<file path="config.mk">
export PLATFORM = sky130hd
export DESIGN_NAME = multicycle_controller
export DESIGN_NICKNAME = d
export VERILOG_FILES = /design/src/rtl/rv32i_defs_pkg.sv /design/src/rtl/multicycle_controller_fsm.sv /design/src/rtl/multicycle_controller.sv
export SDC_FILE = /design/constraint.sdc
export NUM_CORES = 1
export LEC_CHECK = 0
export ABC_AREA = 1
export ABC_CLOCK_PERIOD_IN_PS = 1850
export CAP_MARGIN = 30
export CORE_ASPECT_RATIO = 1.2
export CORE_UTILIZATION = 30
export CTS_CLUSTER_SIZE = 28
export DETAILED_ROUTE_END_ITERATION = 8
export SYNTH_ARGS = -nofsm -noshare
export SYNTH_HDL_FRONTEND = slang
export SYNTH_SLANG_ARGS = --single-unit
export TNS_END_PERCENT = 20
</file>
<file path="constraint.sdc">
create_clock -name clk -period 1.85 [get_ports clk]
set_input_delay 0.37 -clock clk [delete_from_list [all_inputs] [get_ports clk]]
set_output_delay 0.37 -clock clk [all_outputs]
set_load 0.1 [all_outputs]
</file>
<file path="src/rtl/rv32i_defs_pkg.sv">
`default_nettype none
// ============================================================================
// Module      : rv32i_defs (package)
// Description : Shared RV32I definitions: opcode formats plus the state and
//               datapath-select encodings used by the multicycle controller.
// Revision    : 1.0 - initial release
// ============================================================================
package rv32i_defs;

    // Major opcode field instr[6:0]
    typedef enum logic [6:0] {
        LOAD          = 7'b0000011,
        IMM_OPERATION = 7'b0010011,
        AUIPC         = 7'b0010111,
        STORE         = 7'b0100011,
        REG_OPERATION = 7'b0110011,
        LUI           = 7'b0110111,
        BRANCH        = 7'b1100011,
        JALR          = 7'b1100111,
        JAL           = 7'b1101111
    } opcode_fmt_t;

    // Multicycle controller states; encoding is visible on the debug port
    typedef enum logic [3:0] {
        S_FETCH     = 4'd0,
        S_DECODE    = 4'd1,
        S_MEM_ADR   = 4'd2,
        S_MEM_READ  = 4'd3,
        S_MEM_WB    = 4'd4,
        S_MEM_WRITE = 4'd5,
        S_EXECUTE_R = 4'd6,
        S_EXECUTE_I = 4'd7,
        S_ALU_WB    = 4'd8,
        S_BEQ       = 4'd9,
        S_JAL       = 4'd10
    } mc_state_t;

    typedef enum logic {
        ADR_PC     = 1'b0,
        ADR_ALUOUT = 1'b1
    } adr_src_t;

    typedef enum logic [1:0] {
        RES_ALUOUT = 2'b00,
        RES_DATA   = 2'b01,
        RES_ALU    = 2'b10
    } result_src_t;

    typedef enum logic [1:0] {
        SRCA_PC    = 2'b00,
        SRCA_OLDPC = 2'b01,
        SRCA_RS1   = 2'b10
    } alu_src_a_t;

    typedef enum logic [1:0] {
        SRCB_RS2  = 2'b00,
        SRCB_IMM  = 2'b01,
        SRCB_FOUR = 2'b10
    } alu_src_b_t;

    typedef enum logic [1:0] {
        ALUOP_ADD   = 2'b00,
        ALUOP_SUB   = 2'b01,
        ALUOP_FUNCT = 2'b10
    } alu_op_t;

    typedef enum logic [1:0] {
        IMM_I = 2'b00,
        IMM_S = 2'b01,
        IMM_B = 2'b10,
        IMM_J = 2'b11
    } imm_src_t;

    // Immediate format implied by the opcode; unknown opcodes fall back to I
    function automatic imm_src_t imm_src_of(input logic [6:0] op);
        imm_src_t r;
        case (op)
            LOAD, IMM_OPERATION: r = IMM_I;
            STORE:               r = IMM_S;
            BRANCH:              r = IMM_B;
            JAL:                 r = IMM_J;
            default:             r = IMM_I;
        endcase
        return r;
    endfunction

endpackage
`default_nettype wire

</file>
<file path="src/rtl/multicycle_controller_fsm.sv">
`default_nettype none
// ============================================================================
// Module      : mc_fsm
// Description : Multicycle controller state register, next-state logic and
//               per-state (Moore) output decode. Strobes that depend on
//               mem_ready/zero are qualified combinationally.
// Ports       : clk, rst_n          - clock, async active-low reset
//               opcode, zero,        - IR opcode, ALU zero flag,
//               mem_ready            - memory handshake
//               mem_req..illegal     - raw (ungated) control outputs
//               retire               - current cycle retires an instruction
//               state                - current state encoding
// Revision    : 1.0 - initial release
// ============================================================================
module mc_fsm (
    input  logic       clk,
    input  logic       rst_n,
    input  logic [6:0] opcode,
    input  logic       zero,
    input  logic       mem_ready,
    output logic       mem_req,
    output logic       mem_write,
    output logic       adr_src,
    output logic       ir_write,
    output logic       pc_write,
    output logic       reg_write,
    output logic [1:0] result_src,
    output logic [1:0] alu_src_a,
    output logic [1:0] alu_src_b,
    output logic [1:0] alu_op,
    output logic       illegal,
    output logic       retire,
    output logic [3:0] state
);
    import rv32i_defs::*;

    mc_state_t r_state;
    mc_state_t w_next_state;

    always_ff @(posedge clk or negedge rst_n) begin
        if (!rst_n) begin
            r_state <= S_FETCH;
        end else begin
            r_state <= w_next_state;
        end
    end

    always_comb begin
        w_next_state = r_state;
        mem_req      = 1'b0;
        mem_write    = 1'b0;
        adr_src      = ADR_PC;
        ir_write     = 1'b0;
        pc_write     = 1'b0;
        reg_write    = 1'b0;
        result_src   = RES_ALUOUT;
        alu_src_a    = SRCA_PC;
        alu_src_b    = SRCB_RS2;
        alu_op       = ALUOP_ADD;
        illegal      = 1'b0;
        retire       = 1'b0;

        case (r_state)
            S_FETCH: begin
                // PC+4 goes straight from the ALU onto the result bus
                mem_req    = 1'b1;
                alu_src_b  = SRCB_FOUR;
                result_src = RES_ALU;
                ir_write   = mem_ready;
                pc_write   = mem_ready;
                if (mem_ready) begin
                    w_next_state = S_DECODE;
                end
            end
            S_DECODE: begin
                // old_pc + imm is parked in ALU-out for BEQ
                alu_src_a = SRCA_OLDPC;
                alu_src_b = SRCB_IMM;
                case (opcode)
                    LOAD, STORE:   w_next_state = S_MEM_ADR;
                    REG_OPERATION: w_next_state = S_EXECUTE_R;
                    IMM_OPERATION: w_next_state = S_EXECUTE_I;
                    BRANCH:        w_next_state = S_BEQ;
                    JAL:           w_next_state = S_JAL;
                    default: begin
                        illegal      = 1'b1;
                        w_next_state = S_FETCH;
                    end
                endcase
            end
            S_MEM_ADR: begin
                alu_src_a    = SRCA_RS1;
                alu_src_b    = SRCB_IMM;
                w_next_state = (opcode == LOAD) ? S_MEM_READ : S_MEM_WRITE;
            end
            S_MEM_READ: begin
                mem_req = 1'b1;
                adr_src = ADR_ALUOUT;
                if (mem_ready) begin
                    w_next_state = S_MEM_WB;
                end
            end
            S_MEM_WB: begin
                result_src   = RES_DATA;
                reg_write    = 1'b1;
                retire       = 1'b1;
                w_next_state = S_FETCH;
            end
            S_MEM_WRITE: begin
                mem_req   = 1'b1;
                mem_write = 1'b1;
                adr_src   = ADR_ALUOUT;
                if (mem_ready) begin
                    retire       = 1'b1;
                    w_next_state = S_FETCH;
                end
            end
            S_EXECUTE_R: begin
                alu_src_a    = SRCA_RS1;
                alu_src_b    = SRCB_RS2;
                alu_op       = ALUOP_FUNCT;
                w_next_state = S_ALU_WB;
            end
            S_EXECUTE_I: begin
                alu_src_a    = SRCA_RS1;
                alu_src_b    = SRCB_IMM;
                alu_op       = ALUOP_FUNCT;
                w_next_state = S_ALU_WB;
            end
            S_ALU_WB: begin
                result_src   = RES_ALUOUT;
                reg_write    = 1'b1;
                retire       = 1'b1;
                w_next_state = S_FETCH;
            end
            S_JAL: begin
                // PC <- target held in ALU-out; ALU forms old_pc+4 for rd
                alu_src_a    = SRCA_OLDPC;
                alu_src_b    = SRCB_FOUR;
                result_src   = RES_ALUOUT;
                pc_write     = 1'b1;
                w_next_state = S_ALU_WB;
            end
            S_BEQ: begin
                alu_src_a    = SRCA_RS1;
                alu_src_b    = SRCB_RS2;
                alu_op       = ALUOP_SUB;
                result_src   = RES_ALUOUT;
                pc_write     = zero;
                retire       = 1'b1;
                w_next_state = S_FETCH;
            end
            default: begin
                w_next_state = S_FETCH;
            end
        endcase
    end

    assign state = r_state;

endmodule
`default_nettype wire

</file>
<file path="src/rtl/multicycle_controller.sv">
`default_nettype none
// ============================================================================
// Module      : multicycle_controller
// Description : Control unit for the multicycle RV32I core. Wraps the FSM,
//               adds immediate-format decode, reset gating of the memory and
//               PC/IR strobes, and the retired-instruction counter.
// Ports       : clk, rst_n        - clock, async active-low reset
//               opcode, zero,      - IR opcode, ALU zero flag,
//               mem_ready          - memory completes request this cycle
//               mem_req..imm_src   - datapath selects and strobes
//               illegal            - unsupported opcode seen in DECODE
//               instret            - retired-instruction count (wraps)
//               state              - current state (debug)
// Revision    : 1.0 - initial release
// ============================================================================
module multicycle_controller #(
    parameter int INSTRET_W = 32
) (
    input  logic                 clk,
    input  logic                 rst_n,
    input  logic [6:0]           opcode,
    input  logic                 zero,
    input  logic                 mem_ready,
    output logic                 mem_req,
    output logic                 mem_write,
    output logic                 adr_src,
    output logic                 ir_write,
    output logic                 pc_write,
    output logic                 reg_write,
    output logic [1:0]           result_src,
    output logic [1:0]           alu_src_a,
    output logic [1:0]           alu_src_b,
    output logic [1:0]           alu_op,
    output logic [1:0]           imm_src,
    output logic                 illegal,
    output logic [INSTRET_W-1:0] instret,
    output logic [3:0]           state
);
    import rv32i_defs::*;

    logic                 w_mem_req;
    logic                 w_ir_write;
    logic                 w_pc_write;
    logic                 w_retire;
    logic [INSTRET_W-1:0] r_instret;

    mc_fsm u_fsm (
        .clk        (clk),
        .rst_n      (rst_n),
        .opcode     (opcode),
        .zero       (zero),
        .mem_ready  (mem_ready),
        .mem_req    (w_mem_req),
        .mem_write  (mem_write),
        .adr_src    (adr_src),
        .ir_write   (w_ir_write),
        .pc_write   (w_pc_write),
        .reg_write  (reg_write),
        .result_src (result_src),
        .alu_src_a  (alu_src_a),
        .alu_src_b  (alu_src_b),
        .alu_op     (alu_op),
        .illegal    (illegal),
        .retire     (w_retire),
        .state      (state)
    );

    // The async reset already forces FETCH; only FETCH's request and its
    // ready-qualified IR/PC loads need masking so nothing fires in reset.
    assign mem_req  = w_mem_req  & rst_n;
    assign ir_write = w_ir_write & rst_n;
    assign pc_write = w_pc_write & rst_n;

    assign imm_src = rst_n ? imm_src_of(opcode) : IMM_I;

    always_ff @(posedge clk or negedge rst_n) begin
        if (!rst_n) begin
            r_instret <= '0;
        end else if (w_retire) begin
            r_instret <= r_instret + INSTRET_W'(1);
        end
    end

    assign instret = r_instret;

endmodule
`default_nettype wire

</file>
== After elaboration in Yosys (flattened, before gate mapping) ==
Cells that the tools add are included.
Storage, ports and cells
  flip-flop bits (word level): 36
  input bits: 11
  output and inout port bits: 53
  word-level logic and storage cells: 61
Cells by class
  add/sub/neg operators: 1
  equal/unequal tests: 19
  multiplexer cells: 22
  bitwise logic cells: 3
  reductions and logical operators: 14
Operator list (count)
  $add A32 B1 Y32 const B: 1
  $pmux W4 S6: 1
  $pmux W4 S5: 1
  $eq A4 B3 Y1 const B: 4
  $pmux W2 S2: 4
  $eq A7 B6 Y1 const B: 2
  $eq A7 B7 Y1 const B: 2
  $eq A4 B4 Y1 const B: 3
  $mux W4: 3
  $reduce_or A2 Y1: 6
  $reduce_or A3 Y1: 4
  $eq A4 B2 Y1 const B: 2
  $mux W1: 8
  $eq A7 B2 Y1 const B: 1
  $eq A7 B5 Y1 const B: 1
  $ne A2 B2 Y1 const B: 3
  $pmux W2 S3: 1
  $reduce_or A6 Y1: 1
  $eq A4 B1 Y1 const B: 1
  $logic_not A4 Y1: 1
  $reduce_or A4 Y1: 1
  $and A1 B1 Y1: 3
  $mux W3: 1
  $pmux W1 S3: 1
  3 further kinds: 3

== Longest topological paths before layout ==
Gate-level depths: netlist of the first run.
  depth after elaboration: 4
  mapped depth: 10

== Hierarchy ==
A second synthesis of the first run with hierarchy kept.
Second synthesis, totals
  cells, all modules: 344
  area, all modules: 2432.3 sq um
By module, submodules not included
  multicycle_controller: times used 1, cells each 251, area each 1910.6 sq um, seq. area each 800.8 sq um
  mc_fsm: times used 1, cells each 93, area each 521.8 sq um, seq. area each 100.1 sq um

== Worst setup path after synthesis of the first run ==
Ideal clock, no wire load.
  kind: register to output
  start: register u_fsm.r_state[2], in the netlist u_fsm.state[2]
  end: output port alu_src_b[0]
  arrival: 4.772 ns
  required time: 1.480 ns
  slack: -3.292 ns
  stages on the path, launching flop included: 3
  path buffers: 0
  cell sequence: dfrtp_1 nand2_1 o311ai_0
On the way
  cells in the longest elaborated chain, start to end: 3
  elaborated cells between the ends (all ways): 8
  classes of those cells: eq/ne (4); mux (1); reduce/logical (3)
Ends and longest elaborated chain
  start: declaration: RTL line multicycle_controller_fsm.sv:37  | mc_state_t r_state;
  start signal: assignment: RTL line multicycle_controller_fsm.sv:44  | r_state <= w_next_state;
  $eq A4 B2 Y1 (tied with other cells): RTL line multicycle_controller_fsm.sv:63  | case (r_state)
  $reduce_or A3 Y1 (no source line) or $reduce_or A2 Y1 (tied branches)
  $pmux W2 S2 (*): RTL line multicycle_controller_fsm.sv:63
  end: declaration: RTL line multicycle_controller.sv:32  | output logic [1:0] alu_src_b,
Mark *: on every way between the ends. The rest lies on a longest branch, timed or not.

== Worst setup path in the final report of the first run ==
  start: register u_fsm.r_state[3], in the netlist u_fsm.state[3]
  end: output port illegal
On the way
  cells in the longest elaborated chain, start to end: 2
Ends and longest elaborated chain
  $eq A4 B1 Y1: RTL line multicycle_controller_fsm.sv:63
  $mux W1: RTL line multicycle_controller_fsm.sv:63
  end: declaration: RTL line multicycle_controller.sv:35  | output logic illegal,
No other way between the ends.

==> results of run 1 <==
==> registers in the layout, indices dropped and copies added, names as in the netlist <==
signal       flops
u_fsm.state      4
instret         32
==> stage by stage <==
step | TNS (ns) | instances | hold WS (ns)
floorplan | -13.04 | 399 | 0.0744
global placement | -0.717 | 571 | 0.233
detailed placement | -0.828 | 571 | 0.234
CTS | -1.23 | 589 | 0.254
global route | -1.79 | 592 | 0.266
finish | -1.01 | 592 | 0.247
==> path summary, 6_finish.rpt <==
kind	endpoint	start	cells after the start
max	illegal	u_fsm.state[3]	6
min in group clk	instret[9]	instret[9]	1
min	instret[25]	rst_n	2
max reg2reg	instret[26]	u_fsm.state[2]	8
max in group asynchronous	u_fsm.state[3]	rst_n	2
min reg2reg	instret[9]	instret[9]	1
==> layout by cell type (no fill, tap or decap), types with 2 or more instances in the layout <==
cell type / Yosys / routed
dfrtp_1: 36 / 32
inv_1: 46 / 35
clkdlybuf4s50_1: 0 / 2
clkbuf_8: 0 / 7
nor2_4: 2 / 7
nor2_1: 61 / 52
nand4_1: 5 / 5
nand3_1: 24 / 21
o21ai_0: 4 / 4
a21oi_4: 0 / 2
buf_6: 2 / 2
xnor2_1: 7 / 7
nand2_1: 177 / 165
clkinvlp_4: 0 / 3
xor2_1: 7 / 7
nand3_2: 0 / 3
nor2_2: 1 / 5
inv_2: 2 / 8
buf_4: 0 / 28
nand2_2: 7 / 12
buf_12: 0 / 54
nand3b_1: 2 / 2
dfrtp_4: 0 / 4
nand2_4: 0 / 5
nor3_4: 0 / 2
dlygate4sd2_1: 0 / 7
nand2_8: 0 / 2
==> routing by layer <==
metal | GRT usage | wire length [um]
met1 | 0.219 | 3120
met2 | 0.346 | 4000
met3 | 0.0372 | 313
met4 | 0.0679 | 177
met5 | 0 | 0
==> repair_timing <==
item | in CTS | in global routing
setup endpoints to repair | 15 | 16
buffers inserted | 10 | 3
pin swaps | 12 | 10
resized for setup | 25 | 13
hold buffers | 1 | 0
endpoints found under the hold margin | 4 | 0
==> logic make-up (layout without fill, tap and decap cells) <==
family / count (synthesis) / after routing / synth area share
AOI/OAI and AO/OA: 11 / 11 / 0.0249
adders and majority gates: 1 / 1 / 0.00499
xor gates and xnor gates: 15 / 15 / 0.0554
buffers and inverters: 52 / 150 / 0.0888
and+or+nand+nor: 284 / 284 / 0.467
DFF: 36 / 36 / 0.359
==> cell type report <==
cell class | count | share of cell area
multi-input cells | 311 | 0.370
repair buffers | 95 | 0.324
flip-flops and latches | 36 | 0.211
inverters | 48 | 0.0457
well taps | 95 | 0.0273
clock buffers | 7 | 0.0221
==> report_power, final <==
group / switching, mW / leakage (nW) / internal [mW]
Sequential: 0.0763 / 0.484 / 0.841
Clock: 0.277 / 0.0503 / 0.332
Combinational: 1.47 / 1.41 / 0.834
==> synth_stat cells <==
library cell / n
dfrtp_1: 36
xor2_1: 7
nand4_1: 5
a21oi_1: 3
nand3_4: 1
nor2_4: 2
buf_2: 1
xnor2_1: 7
o21ai_0: 4
ha_1: 1
o21ai_1: 1
nor3_1: 3
nand3b_1: 2
o311ai_0: 1
nand2_1: 177
inv_1: 46
nor2_2: 1
nand2_2: 7
xnor2_2: 1
buf_8: 1
nand3_1: 24
or2_2: 1
o21bai_1: 1
a31oi_1: 1
buf_6: 2
inv_2: 2
nor2_1: 61
==> impl_results.md, run 1 <==
* Status: finished, violations left
* Failing checks: setup timing
* Synth area leaders: dfrtp_1, nand2_1, nor2_1
* Synth Register Bits at 36
* Setup Viol. Count Final at 11
* Synth-to-Final Area Change at 73.4%
* Critical path cell sequence: nor2_4 -> inv_1 -> nor2_2 -> inv_2 -> nor3_4 -> buf_12
* Final Max Slew Viols at 0
* RSZ-0062 raised after global routing: yes
* Worst Path Buf+Inv at 3
* Number of routed nets with antenna violations at 0
* Synth cell types at 27
* Pre-CTS setup slack at -0.354 ns
* Final Cell Area at 0.00435 sq mm
* Wirelength per Cell at 12.8 um
* Synth Instances at 399
* Nets at 509
* Slowest-stage cell, CP: dfrtp_4
* Synth top area share at 0.359
* Final WL at 7610 um
* Row cnt at 36
* Initial antenna violation count at 0
* Worst path required time at 1.48 ns
* Max_cap viols at 0
* Largest stage delay on the critical path at 0.52 ns
* Synth warn at 0
* Vias in the first global route at 2791
* Final Hold Violating Endpoints at 0
* Synthesized area per cell at 6.29 sq um
* Reg clk slew, reported paths at 0.08 ns
* DP HPWL at 5830 um
* IO Pins at 64
* Cell area after synthesis at 0.00251 sq mm
* Total CTS buffers at 5
* Avg Vias per Cell at 4.73
* ANT cells at 0
* First DRT Iteration DRCs at 84
* Via count at 2801
* Die W at 85.5 um
* Largest net degree at the start of global routing at 33
* Port buffer count at 63
* Placed Area at 0.00404 sq mm
* Syn nets at 411
* Peak fanout along the critical path at 5
* Share of layout cells above drive strength 1 at 0.306
* Synth area leader: dfrtp_1
* GRT Total Usage at 0.189
* Setup ws final at -0.176 ns
* Routability-driven placement congestion ratio at 0.942
* Clock root buffer: clkbuf_8
* Fin util at 0.537
* Fmax at 494 MHz
* Period utilization at 1.10
* Starting density of the core at 0.309
* Sequential-to-total area share from yosys stat at 0.359
* Die area at 0.00873 sq mm
* Area occupied by multi-input gates at 0.00161 sq mm
* Tot Pwr at 3.83 mW
* # DRC at 0
* CP delay by family, top: flip-flops
* Worst reg2reg setup slack at 0.17 ns
* Fill count at 768
* Slew @ Worst Pin at 0.408 ns
* Skew-Pair Late Insertion Delay at 0.29 ns
* CP startpoint kind: flip-flop
* CP Capture Type: output port
* Reg area at 916 sq um
* Max VDD drop at 0.989 mV
* Pleak at 1.94 nW
* Die height at 102 um
* Hold Crit Class: primary input to async pin
* Pwr dens at 881 mW/mm^2
* Final clock skew at 0.0105 ns
* Total gr overflow at 0
* Slew headroom at 0.728
* Tmin final at 2.03 ns
* Worst path arrival time at 1.66 ns
* CTS tree: done
* First-pass GRT wire length at 12800 um
* H-tree levels at 2
* Max clock buf depth at 2
* DR pass1 iterations at 4
* Core Area at 0.00811 sq mm
* Clock Sinks at 36
* WS Path Type: flip-flop to output port
(Power assumes the default switching activity.)
==> run 2, diff against run 1 <==
--- a/config.mk
+++ b/config.mk
@@ -9,9 +9,11 @@
 export ABC_CLOCK_PERIOD_IN_PS = 1850
 export CAP_MARGIN = 30
 export CORE_ASPECT_RATIO = 1.2
-export CORE_UTILIZATION = 30
+export CORE_UTILIZATION = 45
 export CTS_CLUSTER_SIZE = 28
 export DETAILED_ROUTE_END_ITERATION = 8
+export MAX_ROUTING_LAYER = met4
+export PLACE_DENSITY = 0.74
 export SYNTH_ARGS = -nofsm -noshare
 export SYNTH_HDL_FRONTEND = slang
 export SYNTH_SLANG_ARGS = --single-unit
==> run 2 against run 1 <==
The flow still finishes with violations (setup timing). Critical path depth stayed put. Cell count down 4.9%. Largest cell class unchanged. Routed wire length grew 12%. Combinational power is 2% higher. Worst hold slack lost 0.039 ns.
==> impl_results.md, run 2 (synthesized netlist as in run 1, its figures left out) <==
* Status: finished, violations left
* Failing checks: setup timing
* Largest register FFs at 32 (unchanged)
* Total CTS buffers at 5 (unchanged)
* Largest stage delay on the critical path at 0.51 ns (about the same)
* Skew-Pair Late Insertion Delay at 0.29 ns (about the same)
* Core Area at 0.00533 sq mm (-34%)
* Final clock skew at 0.00870 ns (-0.00180 ns)
* Placed Area at 0.00402 sq mm (-0.65%)
* Routability-driven placement congestion ratio at 0.932 (-1.1%)
* ANT cells at 0 (unchanged)
* Clock root buffer: clkbuf_8
* Setup total negative slack at -1.48 ns (-0.466 ns)
* H-tree levels at 2 (unchanged)
* Tmin final at 2.08 ns (+0.0583 ns)
* First-pass GRT wire length at 13200 um (+3.1%)
* Most common cell after layout, fill and taps aside: nand2_1
* Starting density of the core at 0.470 (+0.161)
* # DRC at 0 (unchanged)
* Setup ws final at -0.235 ns (-0.0583 ns)
* Die height at 83.8 um (-18%)
* Pleak at 1.95 nW (+0.43%)
* Total gr overflow at 0 (unchanged)
* IO Pins at 64 (unchanged)
* Via count at 2961 (+5.7%)
* Worst path arrival time at 1.71 ns (+0.05 ns)
* Tot Pwr at 3.83 mW (about the same)
* RSZ-0062 raised after global routing: yes
* First DRT Iteration DRCs at 235 (+180%)
* DP HPWL at 5960 um (+2.2%)
* Share of layout cells above drive strength 1 at 0.321 (+0.0155)
* Worst path required time at 1.48 ns (about the same)
* Largest net degree at the start of global routing at 36 (+9.1%)
* Slew @ Worst Pin at 0.462 ns (+0.0537 ns)
* CP Capture Type: output port
* Clock Sinks at 36 (unchanged)
* Critical path cell sequence: nor2_4 -> inv_1 -> nor2_2 -> inv_2 -> nor3_4 -> buf_12
* Peak fanout along the critical path at 5 (unchanged)
* Most frequent cells in the layout: nand2_1, buf_12, nor2_1
* Die area at 0.00588 sq mm (-33%)
* Fin util at 0.815 (+0.279)
* Reg clk slew, reported paths at 0.08 ns (about the same)
* Avg Vias per Cell at 5.26 (+11%)
* Max clock buf depth at 2 (unchanged)
* Slowest-stage cell, CP: dfrtp_4
* CP startpoint kind: flip-flop
* Final Hold Violating Endpoints at 0 (unchanged)
* Synth-to-Final Area Change at 73.3% (about the same)
* Crit path to: illegal
* Final WL at 8540 um (+12%)
* Pre-CTS setup slack at -0.400 ns (-0.0454 ns)
* Fill count at 340 (-56%)
* Max VDD drop at 1.20 mV (+22%)
* DR pass1 iterations at 5 (+1)
* Port buffer count at 63 (unchanged)
* WS Path Type: flip-flop to output port
* Row cnt at 29 (-19%)
* Critical R2R Launch: u_fsm.state[2]
* Hold Crit Class: primary input to async pin
* Initial antenna violation count at 0 (unchanged)
* Worst reg2reg setup slack at 0.12 ns (-0.05 ns)
* Fmax at 480 MHz (-2.8%)
* Nets at 512 (+0.59%)
* Crit path from: u_fsm.state[2]
* Final Max Slew Viols at 0 (unchanged)
* Final Cell Area at 0.00435 sq mm (about the same)
* Hold slack at 0.208 ns (-0.0389 ns)
* Slew headroom at 0.692 (-0.0358)
* GRT Total Usage at 0.291 (+0.102)
* Period utilization at 1.13 (+0.0315)
* CTS tree: done
* Finished Layout Cells at 563 (-4.9%)
* Vias in the first global route at 2860 (+2.5%)
* Die W at 70.2 um (-18%)
* End of the worst register-to-register path: instret[10]
* Reg2Reg Depth at 8 (unchanged)
* Wirelength per Cell at 15.2 um (+18%)
* Pwr dens at 882 mW/mm^2 (about the same)
* Setup Viol. Count Final at 14 (+3)
* Cells after DPL at 540 (-5.4%)
* Max_cap viols at 0 (unchanged)
* Number of routed nets with antenna violations at 0 (unchanged)
==> run 2: cell count changes in the layout (fill, tap and decap cells not counted), sizes merged <==
cell,previous run,this run
dlygate4sd2,7,5
buf,85,88
clkdlybuf4s15,0,2
clkinv,0,4
inv,45,44
clkbuf,7,5
==> run 2: area by class of cell <==
class                           count  area [sq um]  area share
Multi-Input combinational cell    311          1620       0.373
Timing Repair Buffer               98          1450       0.333
Sequential cell                    36           920       0.212
Inverter                           48           196      0.0452
Tap cell                           62          77.6      0.0178
Clock buffer                        5          68.8      0.0158
Clock inverter                      3          18.8     0.00432
==> run 2: power breakdown <==
group / total, mW / internal, mW / switching (mW) / leakage, nW
combinational: 2.35 / 0.839 / 1.51 / 1.42
clock: 0.562 / 0.262 / 0.299 / 0.0479
sequential: 0.920 / 0.844 / 0.0764 / 0.479
total: 3.83 / 1.95 / 1.89 / 1.95
==> run 2: per-layer routing <==
metal,GRT usage,part of all wire
met1,0.346,0.39
met2,0.496,0.54
met3,0.0411,0.039
met4,0.109,0.035
met5,-,0
==> run 2: repair_timing <==
action	4_1_cts	5_1_grt
gates resized for setup	28	21
buffers inserted	10	4
hold buffers	1	0
pin swaps	16	14
gates cloned	0	0
hold endpoints to repair	1	0
setup endpoints to repair	14	20
==> run 2: worst min-delay path by stage <==
stage	end	startpoint	depth (start not counted)
floorplan	instret[0]	rst_n	0
global placement	u_fsm.state[3]	rst_n	1
detailed placement	u_fsm.state[3]	rst_n	1
CTS	u_fsm.state[1]	rst_n	2
global route	instret[4]	rst_n	2
finish	instret[3]	rst_n	2
==> run 2: critical path: cells and delay by family (launching register included) <==
| kind | cells | cell delay [ns] |
|---|---|---|
| DFF | 1 | 0.51 |
| and+or+nand+nor | 3 | 0.49 |
| buffers and inverters | 3 | 0.41 |
==> run 3, diff against run 2 <==
--- a/config.mk
+++ b/config.mk
@@ -6,14 +6,15 @@
 export NUM_CORES = 1
 export LEC_CHECK = 0
 export ABC_AREA = 1
-export ABC_CLOCK_PERIOD_IN_PS = 1850
+export ABC_CLOCK_PERIOD_IN_PS = 1900
 export CAP_MARGIN = 30
 export CORE_ASPECT_RATIO = 1.2
+export CORE_MARGIN = 2
 export CORE_UTILIZATION = 45
 export CTS_CLUSTER_SIZE = 28
 export DETAILED_ROUTE_END_ITERATION = 8
 export MAX_ROUTING_LAYER = met4
-export PLACE_DENSITY = 0.74
+export PLACE_DENSITY = 0.77
 export SYNTH_ARGS = -nofsm -noshare
 export SYNTH_HDL_FRONTEND = slang
 export SYNTH_SLANG_ARGS = --single-unit
==> constraint.sdc (replaced) <==
create_clock -name clk -period 1.9 [get_ports clk]
set_input_delay 0.38 -clock clk [delete_from_list [all_inputs] [get_ports clk]]
set_output_delay 0.38 -clock clk [all_outputs]
set_load 0.1 [all_outputs]
==> run 3 against run 2 <==
The flow still finishes with violations (setup timing). Sequential cell count unchanged. Worst hold slack worse by 0.15 ns. Combinational power up 3%. Clock-buffer cell count up 2. Via count up 6.6%. Clock power up 35%. Power up 6.7%. Sequential power down 2%. Critical path type unchanged. Critical endpoint is now pc_write. Largest power group unchanged.
==> impl_results.md, run 3 (synthesized netlist as in run 1, its figures left out) <==
* Critical R2R Launch: u_fsm.state[3]
* Synth-to-Final Area Change at 77.9%
* Failing checks: setup timing
* Reg clk slew, reported paths at 0.08 ns (about the same)
* Vias in the first global route at 3150 (+10%)
* Starting density of the core at 0.470 (unchanged)
* ANT cells at 0 (unchanged)
* Clock root buffer: clkbuf_8
* Slew @ Worst Pin at 0.399 ns (-0.0628 ns)
* WS Path Type: flip-flop to output port
* Fmax at 465 MHz
* Status: finished, violations left
* RSZ-0062 raised after global routing: yes
* Crit path from: u_fsm.state[3]
* Total CTS buffers at 5 (unchanged)
* Row cnt at 29 (unchanged)
* Largest net degree at the start of global routing at 27 (-25%)
* Stages on worst setup path at 9 (+3)
* GRT Total Usage at 0.328 (+0.0376)
* Peak fanout along the critical path at 4 (-1)
* Skew-Pair Late Insertion Delay at 0.29 ns (about the same)
* Max VDD drop at 1.18 mV (-1.4%)
* Critical path cell sequence: nand2_4 -> inv_2 -> nand2_4 -> clkinvlp_4 -> nand2_2 -> nand3_2 -> nand2_2 -> clkinvlp_4 -> buf_12
* Slew headroom at 0.731 (+0.0390)
* Hold slack at 0.0579 ns (-0.150 ns)
* Hold buffers post-CTS at 0 (-1)
* Worst path required time at 1.52 ns (+0.04 ns)
* Max_cap viols at 0 (unchanged)
* Max clock buf depth at 2 (unchanged)
* Avg Vias per Cell at 5.54 (+5.3%)
* Fill count at 304 (-11%)
* CP delay by family, top: flip-flops
* DP HPWL at 6110 um (+2.5%)
* Total gr overflow at 0 (unchanged)
* Final Max Slew Viols at 0 (unchanged)
* Core Area at 0.00533 sq mm (unchanged)
* Pwr dens at 916 mW/mm^2 (+3.9%)
* CTS tree: done
* DR pass1 iterations at 5 (unchanged)
* Number of routed nets with antenna violations at 0 (unchanged)
* Hold Crit Class: primary input to async pin
* Share of layout cells above drive strength 1 at 0.339 (+0.0172)
* Via count at 3156 (+6.6%)
* Tot Pwr at 4.09 mW (+6.7%)
* Most frequent cells in the layout: nand2_1, buf_12, nor2_1
* Die area at 0.00619 sq mm (+5.3%)
* Final WL at 9990 um (+17%)
* Port buffer count at 63 (unchanged)
* Period utilization at 1.13
* Initial antenna violation count at 0 (unchanged)
* # DRC at 0 (unchanged)
* Final Hold Violating Endpoints at 0 (unchanged)
* Largest register FFs at 32 (unchanged)
* H-tree levels at 2 (unchanged)
* CP Capture Type: output port
* Worst path arrival time at 1.77 ns (+0.06 ns)
* IO Pins at 64 (unchanged)
* Largest stage delay on the critical path at 0.54 ns (+0.03 ns)
* Tmin final at 2.15 ns
* Routability-driven placement congestion ratio at 0.923 (-0.94%)
* Final clock skew at 0.00553 ns (-0.00317 ns)
* Setup ws final at -0.251 ns (-0.0165 ns)
* Setup Viol. Count Final at 15 (+1)
* CP startpoint kind: flip-flop
* Worst Path Buf+Inv at 4 (+1)
* Die height at 85.8 um (+2.4%)
* Clock Sinks at 36 (unchanged)
* Pleak at 2.02 nW (+3.7%)
* Reg2Reg Depth at 12 (+4)
* Nets at 519 (+1.4%)
* Setup total negative slack at -1.73 ns (-0.251 ns)
* Most common cell after layout, fill and taps aside: nand2_1
* Slowest-stage cell, CP: dfrtp_4
* Wirelength per Cell at 17.5 um (+16%)
* First DRT Iteration DRCs at 233 (-0.85%)
* Die W at 72.2 um (+2.9%)
* First-pass GRT wire length at 15200 um (+15%)
## run 3: metal layers
metal | GRT usage | wire length (um)
met1 | 0.361 | 3570
met2 | 0.586 | 5360
met3 | 0.0423 | 493
met4 | 0.139 | 565
met5 | - | 0
## run 3: metrics by stage
stage                     utilization  worst slack (ns)  instance area (sq um)  instances
after floorplan                     -            -0.647                   2660        399
after global placement          0.747            -0.274                   3980        534
after detailed placement        0.747            -0.336                   3980        534
after CTS                       0.821            -0.179                   4380        569
after global routing            0.837            -0.284                   4460        570
final                           0.837            -0.251                   4460        570
## run 3: report_power, final
part	leakage [nW]	internal (mW)	switching (mW)
clock network	0.0645	0.463	0.293
registers	0.483	0.820	0.0859
logic	1.48	0.877	1.55
total	2.02	2.16	1.93
## run 3: area by class of cell
class | count | area [sq um] | share of cell area
sequential | 36 | 917 | 0.205
clock inverter | 1 | 30.0 | 0.00673
clock buffer | 7 | 96.3 | 0.0216
tap | 62 | 77.6 | 0.0174
multi-input combinational | 311 | 1630 | 0.364
timing repair buffer | 105 | 1520 | 0.340
inverter | 48 | 201 | 0.0451
## run 3: repair_timing
action                     4_1_cts  5_1_grt
setup buffers                   27        5
gates resized for setup         22       25
cloned                           0        0
pin swaps                       15       14
setup endpoints to repair       11       21
## run 3: worst paths after layout
path | to | slack [ns]
min in group clk | instret[31] | 0.59
hold reg to reg | instret[31] | 0.59
setup / recovery | pc_write | -0.25
setup reg to reg | u_fsm.state[2] | 0
hold / removal | u_fsm.state[3] | 0.06
max in group asynchronous | instret[1] | 1.50
